===== config.mk =====
export PLATFORM = sky130hd
export DESIGN_NAME = lsu_bus_if
export DESIGN_NICKNAME = d
export VERILOG_FILES = /design/src/rtl/lsu_bus_if.sv
export SDC_FILE = /design/constraint.sdc
export NUM_CORES = 1
export LEC_CHECK = 0
export BUFFER_PORTS_ARGS = -buffer_cell sky130_fd_sc_hd__buf_2
export CORE_ASPECT_RATIO = 1.1
export CORE_MARGIN = 4
export CORE_UTILIZATION = 30
export CTS_CLUSTER_SIZE = 24
export DETAILED_ROUTE_END_ITERATION = 10
export PLACE_DENSITY = 0.53
export SLEW_MARGIN = 20
export SYNTH_ARGS = -nofsm -noshare
export SYNTH_HDL_FRONTEND = slang
export SYNTH_SLANG_ARGS = --single-unit

===== constraint.sdc =====
create_clock -name clk -period 2.8 [get_ports clk]
set_clock_uncertainty 0.2 [all_clocks]
set_input_delay 0 -clock clk [delete_from_list [all_inputs] [get_ports clk]]
set_output_delay 0 -clock clk [all_outputs]
set_load 0.02 [all_outputs]

===== src/rtl/lsu_bus_if.sv =====
// Load/store unit bus interface.
// Each single-cycle load or store request from the core becomes one
// valid/ready bus transaction with byte strobes. The core is held with
// `stall` until the access completes. Load data is taken from the addressed
// lane and sign- or zero-extended before it goes to the write-back mux.
module lsu_bus_if #(
    parameter int ADDR_WIDTH = 32,
    parameter int DATA_WIDTH = 32,
    parameter int TIMEOUT    = 255
) (
    input  logic                  clk,
    input  logic                  rst,
    input  logic                  req_rd_en,
    input  logic                  req_wr_en,
    input  logic [2:0]            req_mem_op,
    input  logic [ADDR_WIDTH-1:0] req_addr,
    input  logic [DATA_WIDTH-1:0] req_wdata,
    output logic                  stall,
    output logic [DATA_WIDTH-1:0] rdata,
    output logic                  err,
    output logic                  bus_valid,
    input  logic                  bus_ready,
    output logic                  bus_we,
    output logic [ADDR_WIDTH-1:0] bus_addr,
    output logic [DATA_WIDTH-1:0] bus_wdata,
    output logic [3:0]            bus_wstrb,
    input  logic                  bus_rvalid,
    input  logic [DATA_WIDTH-1:0] bus_rdata
);

    localparam logic [1:0] IDLE = 2'd0;
    localparam logic [1:0] REQ  = 2'd1;
    localparam logic [1:0] WAIT = 2'd2;
    localparam logic [1:0] DONE = 2'd3;

    // Counter value on the last cycle allowed in REQ+WAIT.
    localparam logic [7:0] TIMEOUT_LAST = 8'(TIMEOUT - 1);

    logic [1:0]            state;
    logic [1:0]            state_next;
    logic [ADDR_WIDTH-1:0] addr_q;
    logic [2:0]            op_q;
    logic                  we_q;
    logic [3:0]            wstrb_q;
    logic [DATA_WIDTH-1:0] wdata_q;
    logic [7:0]            cnt;
    logic [DATA_WIDTH-1:0] rdata_q;
    logic                  err_q;

    logic                  req_any;
    logic                  req_bad;
    logic [3:0]            new_wstrb;
    logic [DATA_WIDTH-1:0] new_wdata;
    logic [7:0]            lane_byte;
    logic [15:0]           lane_half;
    logic [DATA_WIDTH-1:0] load_ext;
    logic                  timed_out;
    logic                  done_err;
    logic                  capture_load;
    logic                  clear_rdata;

    assign req_any   = req_rd_en | req_wr_en;
    assign timed_out = (cnt >= TIMEOUT_LAST);

    assign stall     = ((state == IDLE) && req_any) || (state == REQ) || (state == WAIT);
    assign bus_valid = (state == REQ);
    assign bus_we    = we_q;
    assign bus_addr  = {addr_q[ADDR_WIDTH-1:2], 2'b00};
    assign bus_wdata = wdata_q;
    assign bus_wstrb = wstrb_q;
    assign rdata     = rdata_q;
    assign err       = err_q;

    // Classify the incoming request: both enables, unsupported op, or misaligned address.
    always_comb begin
        req_bad = 1'b0;
        if (req_rd_en && req_wr_en) begin
            req_bad = 1'b1;
        end else if (req_wr_en) begin
            if (!(req_mem_op inside {3'b000, 3'b001, 3'b010})) begin
                req_bad = 1'b1;
            end
        end else if (req_rd_en) begin
            if (req_mem_op inside {3'b011, 3'b110, 3'b111}) begin
                req_bad = 1'b1;
            end
        end
        case (req_mem_op[1:0])
            2'b01:   if (req_addr[0] != 1'b0) req_bad = 1'b1;
            2'b10:   if (req_addr[1:0] != 2'b00) req_bad = 1'b1;
            default: ;
        endcase
    end

    // Build the byte strobes and lane-replicated store data from size and address.
    always_comb begin
        new_wstrb = 4'b0000;
        new_wdata = req_wdata;
        case (req_mem_op[1:0])
            2'b00: begin
                new_wdata = {4{req_wdata[7:0]}};
                if (req_wr_en) new_wstrb = 4'b0001 << req_addr[1:0];
            end
            2'b01: begin
                new_wdata = {2{req_wdata[15:0]}};
                if (req_wr_en) new_wstrb = req_addr[1] ? 4'b1100 : 4'b0011;
            end
            2'b10: begin
                if (req_wr_en) new_wstrb = 4'b1111;
            end
            default: ;
        endcase
    end

    // Pick the addressed byte/half from the response word and extend it.
    always_comb begin
        lane_byte = bus_rdata[{addr_q[1:0], 3'b000} +: 8];
        lane_half = addr_q[1] ? bus_rdata[31:16] : bus_rdata[15:0];
        case (op_q)
            3'b000:  load_ext = {{24{lane_byte[7]}}, lane_byte};
            3'b001:  load_ext = {{16{lane_half[15]}}, lane_half};
            3'b100:  load_ext = {24'd0, lane_byte};
            3'b101:  load_ext = {16'd0, lane_half};
            default: load_ext = bus_rdata;
        endcase
    end

    // Next-state logic; completion in a cycle wins over a timeout in that cycle.
    always_comb begin
        state_next   = state;
        done_err     = 1'b0;
        capture_load = 1'b0;
        clear_rdata  = 1'b0;
        case (state)
            IDLE: begin
                if (req_any) begin
                    if (req_bad) begin
                        state_next  = DONE;
                        done_err    = 1'b1;
                        clear_rdata = 1'b1;
                    end else begin
                        state_next = REQ;
                    end
                end
            end
            REQ: begin
                if (bus_ready) begin
                    state_next = we_q ? DONE : WAIT;
                end else if (timed_out) begin
                    state_next  = DONE;
                    done_err    = 1'b1;
                    clear_rdata = 1'b1;
                end
            end
            WAIT: begin
                if (bus_rvalid) begin
                    state_next   = DONE;
                    capture_load = 1'b1;
                end else if (timed_out) begin
                    state_next  = DONE;
                    done_err    = 1'b1;
                    clear_rdata = 1'b1;
                end
            end
            default: state_next = IDLE;
        endcase
    end

    // State register.
    always_ff @(posedge clk) begin
        if (rst) begin
            state <= IDLE;
        end else begin
            state <= state_next;
        end
    end

    // Latch the request fields when a legal access is accepted, so they stay put while bus_valid is high.
    always_ff @(posedge clk) begin
        if (rst) begin
            addr_q  <= '0;
            op_q    <= 3'b000;
            we_q    <= 1'b0;
            wstrb_q <= 4'b0000;
            wdata_q <= '0;
        end else if ((state == IDLE) && (state_next == REQ)) begin
            addr_q  <= req_addr;
            op_q    <= req_mem_op;
            we_q    <= req_wr_en;
            wstrb_q <= new_wstrb;
            wdata_q <= new_wdata;
        end
    end

    // Timeout counter: cleared when a transaction starts, counts every cycle spent in REQ or WAIT.
    always_ff @(posedge clk) begin
        if (rst) begin
            cnt <= 8'd0;
        end else if ((state == IDLE) && (state_next == REQ)) begin
            cnt <= 8'd0;
        end else if ((state == REQ) || (state == WAIT)) begin
            cnt <= cnt + 8'd1;
        end
    end

    // Result registers: rdata only changes on entry to DONE, err is high for the DONE cycle only.
    always_ff @(posedge clk) begin
        if (rst) begin
            rdata_q <= '0;
            err_q   <= 1'b0;
        end else begin
            err_q <= done_err;
            if (capture_load) begin
                rdata_q <= load_ext;
            end else if (clear_rdata) begin
                rdata_q <= '0;
            end
        end
    end

endmodule


==> impl_metrics.py <==
metrics = {
    "status": {
        "status": "finished, final reports clean",
    },
    "route": {
        "drc": 0,
        "avgViaCountPerCell": 5.22,
        "ant_nets": 0,
        "drtIter0Drc": 235,
        "dr.pass1.iters": 4,
        "wire_per_inst_um": 17.8,
        "routed_wl_um": 20700,
        "vias": 6060,
    },
    "yosys": {
        "synth_mux_area_share_pct": 4.15,
        "yosysSeqAreaShare_pct": 40.2,
        "synth_common_cells": "115 x dfxtp_1, 67 x a21oi_1, 46 x nand4_1",
        "yosys.area_share.simple_pct": 13.6,
        "synth_area_um2": 5730,
        "synth-seq-cells": 115,
        "synthAdderAreaFrac_pct": 2.62,
        "synth_top_family_by_area": "compound AO/OA/AOI/OAI gates",
        "synth_edf_count": 0,
        "async_flop_share_pct": 0,
        "synth_top_area_cell": "dfxtp_1",
        "synthDominantCellAreaShare_pct": 40.2,
        "synthFlopType": "dfxtp_1",
        "synth_compound_area_share_pct": 28.9,
        "synth_warnings": 0,
        "avgSynthCellArea_um2": 9.00,
        "syn_inst": 637,
        "synth_most_common_cell": "dfxtp_1",
        "synth_xor_area_share_pct": 1.07,
        "ys_types": 53,
        "yosys-top-cells-area": "dfxtp_1 40%, o31ai_1 5.9%, a21oi_1 5.9%",
    },
    "worst_setup_path": {
        "crit_type": "in -> reg",
        "cp_data_required_time_ns": 2.93,
        "start_kind": "input pin",
        "end_kind": "register",
        "critPathMaxFanout": 33,
        "crit_arrival_ns": 2.72,
    },
    "sta": {
        "max_freq_mhz": 385,
        "finalSetupViolCount": 0,
        "slew_headroom_pct": 56.2,
        "worst_slew_pin_slew_ns": 0.657,
        "timing.final.crit_share_pct": 92.7,
        "rsz0062_at_grt": "false",
        "layout_min_cycle_time_ns": 2.60,
        "hold_violations": 0,
        "slew_viol_final": 0,
        "setup-tns-final_ns": 0,
    },
    "global_routing": {
        "grt_pass1_vias": 6167,
        "antenna_found_initial": 0,
        "gr-usage-all-layers_pct": 18.9,
        "overflow": 0,
        "grt_pass1_wl_um": 33200,
        "grt_max_degree": 70,
    },
    "finish": {
        "utilization_pct": 46.0,
        "num-nets-final": 1021,
        "layout-drive-gt1-share_pct": 31.2,
        "area_growth_pct": 49.4,
        "antenna_cells": 0,
        "design_area_um2": 8560,
    },
    "pwr": {
        "p_per_area_nw_per_um2": 1060,
        "leakage_nw": 3.58,
        "irDropWorstVdd_uv": 731,
    },
    "placed_design": {
        "dpl_cell_area_um2": 6840,
        "portBuffers": 206,
        "place_congestion": 0.767,
        "hpwl_um": 13500,
    },
    "clock_network": {
        "htreeDepth": 4,
        "cts_tree": "done",
        "cts_root_buffer": "clkbuf_16",
        "clkLatencyLatePin_ns": 0.41,
        "cts_hold_buf": 113,
        "clk_path_buf_depth": 2,
        "cts_sinks": 115,
        "clk_pin_slew_ns": 0.06,
        "cts-resized-gates": 0,
        "post_cts_buffers": 0,
        "cts_buffers": 17,
    },
    "job": {
        "maxCapViolations": 0,
    },
    "floorplan": {
        "io_pins": 209,
        "coreArea_um2": 18600,
        "start_util_pct": 30.8,
        "die_x_um": 140,
        "num_rows": 52,
        "chipHeight_um": 153,
        "die_area_um2": 21400,
    },
    "min_path": {
        "hp-class": "in -> reg",
    },
}
## final cells by class
type	count	area, µm²
Fill cell	1811	10000
Multi-Input combinational cell	417	2940
Timing Repair Buffer	341	2380
Sequential cell	115	2300
Clock buffer	17	425
Tap cell	243	304
Clock inverter	15	171
Inverter	12	45.0
## flip-flops by register name, summed over array words and instances (netlist names)
register and count:
state 2, rdata 32, cnt 8, bus_we 1
err 1, addr_q 32, op_q 3, bus_wdata 32
bus_wstrb 4
## path summary, 6_finish.rpt
kind	from	to	slack [ns]	cells after the start
setup / recovery	req_mem_op[0]	bus_wdata[18]$_SDFFE_PP0P_	0.20	10
setup reg to reg	state[1]$_SDFF_PP0_	bus_wdata[25]$_SDFFE_PP0P_	0.29	8
hold reg to reg	rdata[4]$_SDFFE_PP0P_	rdata[4]$_SDFFE_PP0P_	0.26	1
hold / removal	req_rd_en	state[1]$_SDFF_PP0_	0.03	5
## layer usage
metal  wire, µm  global-route usage, %  vias to the layer above
met4        372                   6.09                        0
met5          0                      0                        -
met3       1450                   5.25                       24
met2       9750                   30.4                      235
li1           -                      -                     2920
met1       9090                   24.6                     2881
## worst max-delay path, cell delays in order
cell and delay (ns):
dlygate4sd3_1 0.53, buf_2 0.16, inv_1 0.08, ha_1 0.24
a211o_1 0.31, a21oi_1 0.37, o22a_2 0.28, buf_4 0.36
a31oi_1 0.14, a311oi_1 0.25
## per-stage QoR
step / power (mW) / setup slack, ns / instances / hold WS, ns
after floorplan: 5.36 / 0.438 / 638 / -0.0500
after detailed placement: 6.74 / 0.336 / 1015 / 0.0511
final: 9.05 / 0.203 / 1160 / 0.0327
after CTS: 9.11 / 0.208 / 1160 / 0.0101
after global routing: 9.62 / 0.0632 / 1160 / 0.108
after global placement: 6.73 / 0.313 / 1015 / 0.0446
## where the power goes
part	internal (mW)	switching, mW
Combinational	1.46	3.01
Sequential	2.09	0.287
Clock	1.34	0.869
Total	4.89	4.16
## kinds of logic (layout without fill, tap and decap cells)
family / Yosys count / count (layout)
muxes: 21 / 21
buffers and inverters: 106 / 385
other: 1 / 2
AOI/OAI and AO/OA: 233 / 233
and+or+nand+nor: 142 / 142
xor gates and xnor gates: 7 / 7
adders and majority gates: 12 / 12
DFF: 115 / 115
## cells in the final DEF, fill, tap and decap left out, drive strengths merged, types with 17 or more instances in the layout
master / instances
nand4: 46
o31ai: 45
dlygate4sd3: 113
a21oi: 68
buf: 228
dfxtp: 115
nand2: 26
a31oi: 25
a211oi: 24
inv: 19
a22o: 25
nor2: 20
nand2b: 26
clkbuf: 17
Power figures use the tool's default switching activity.
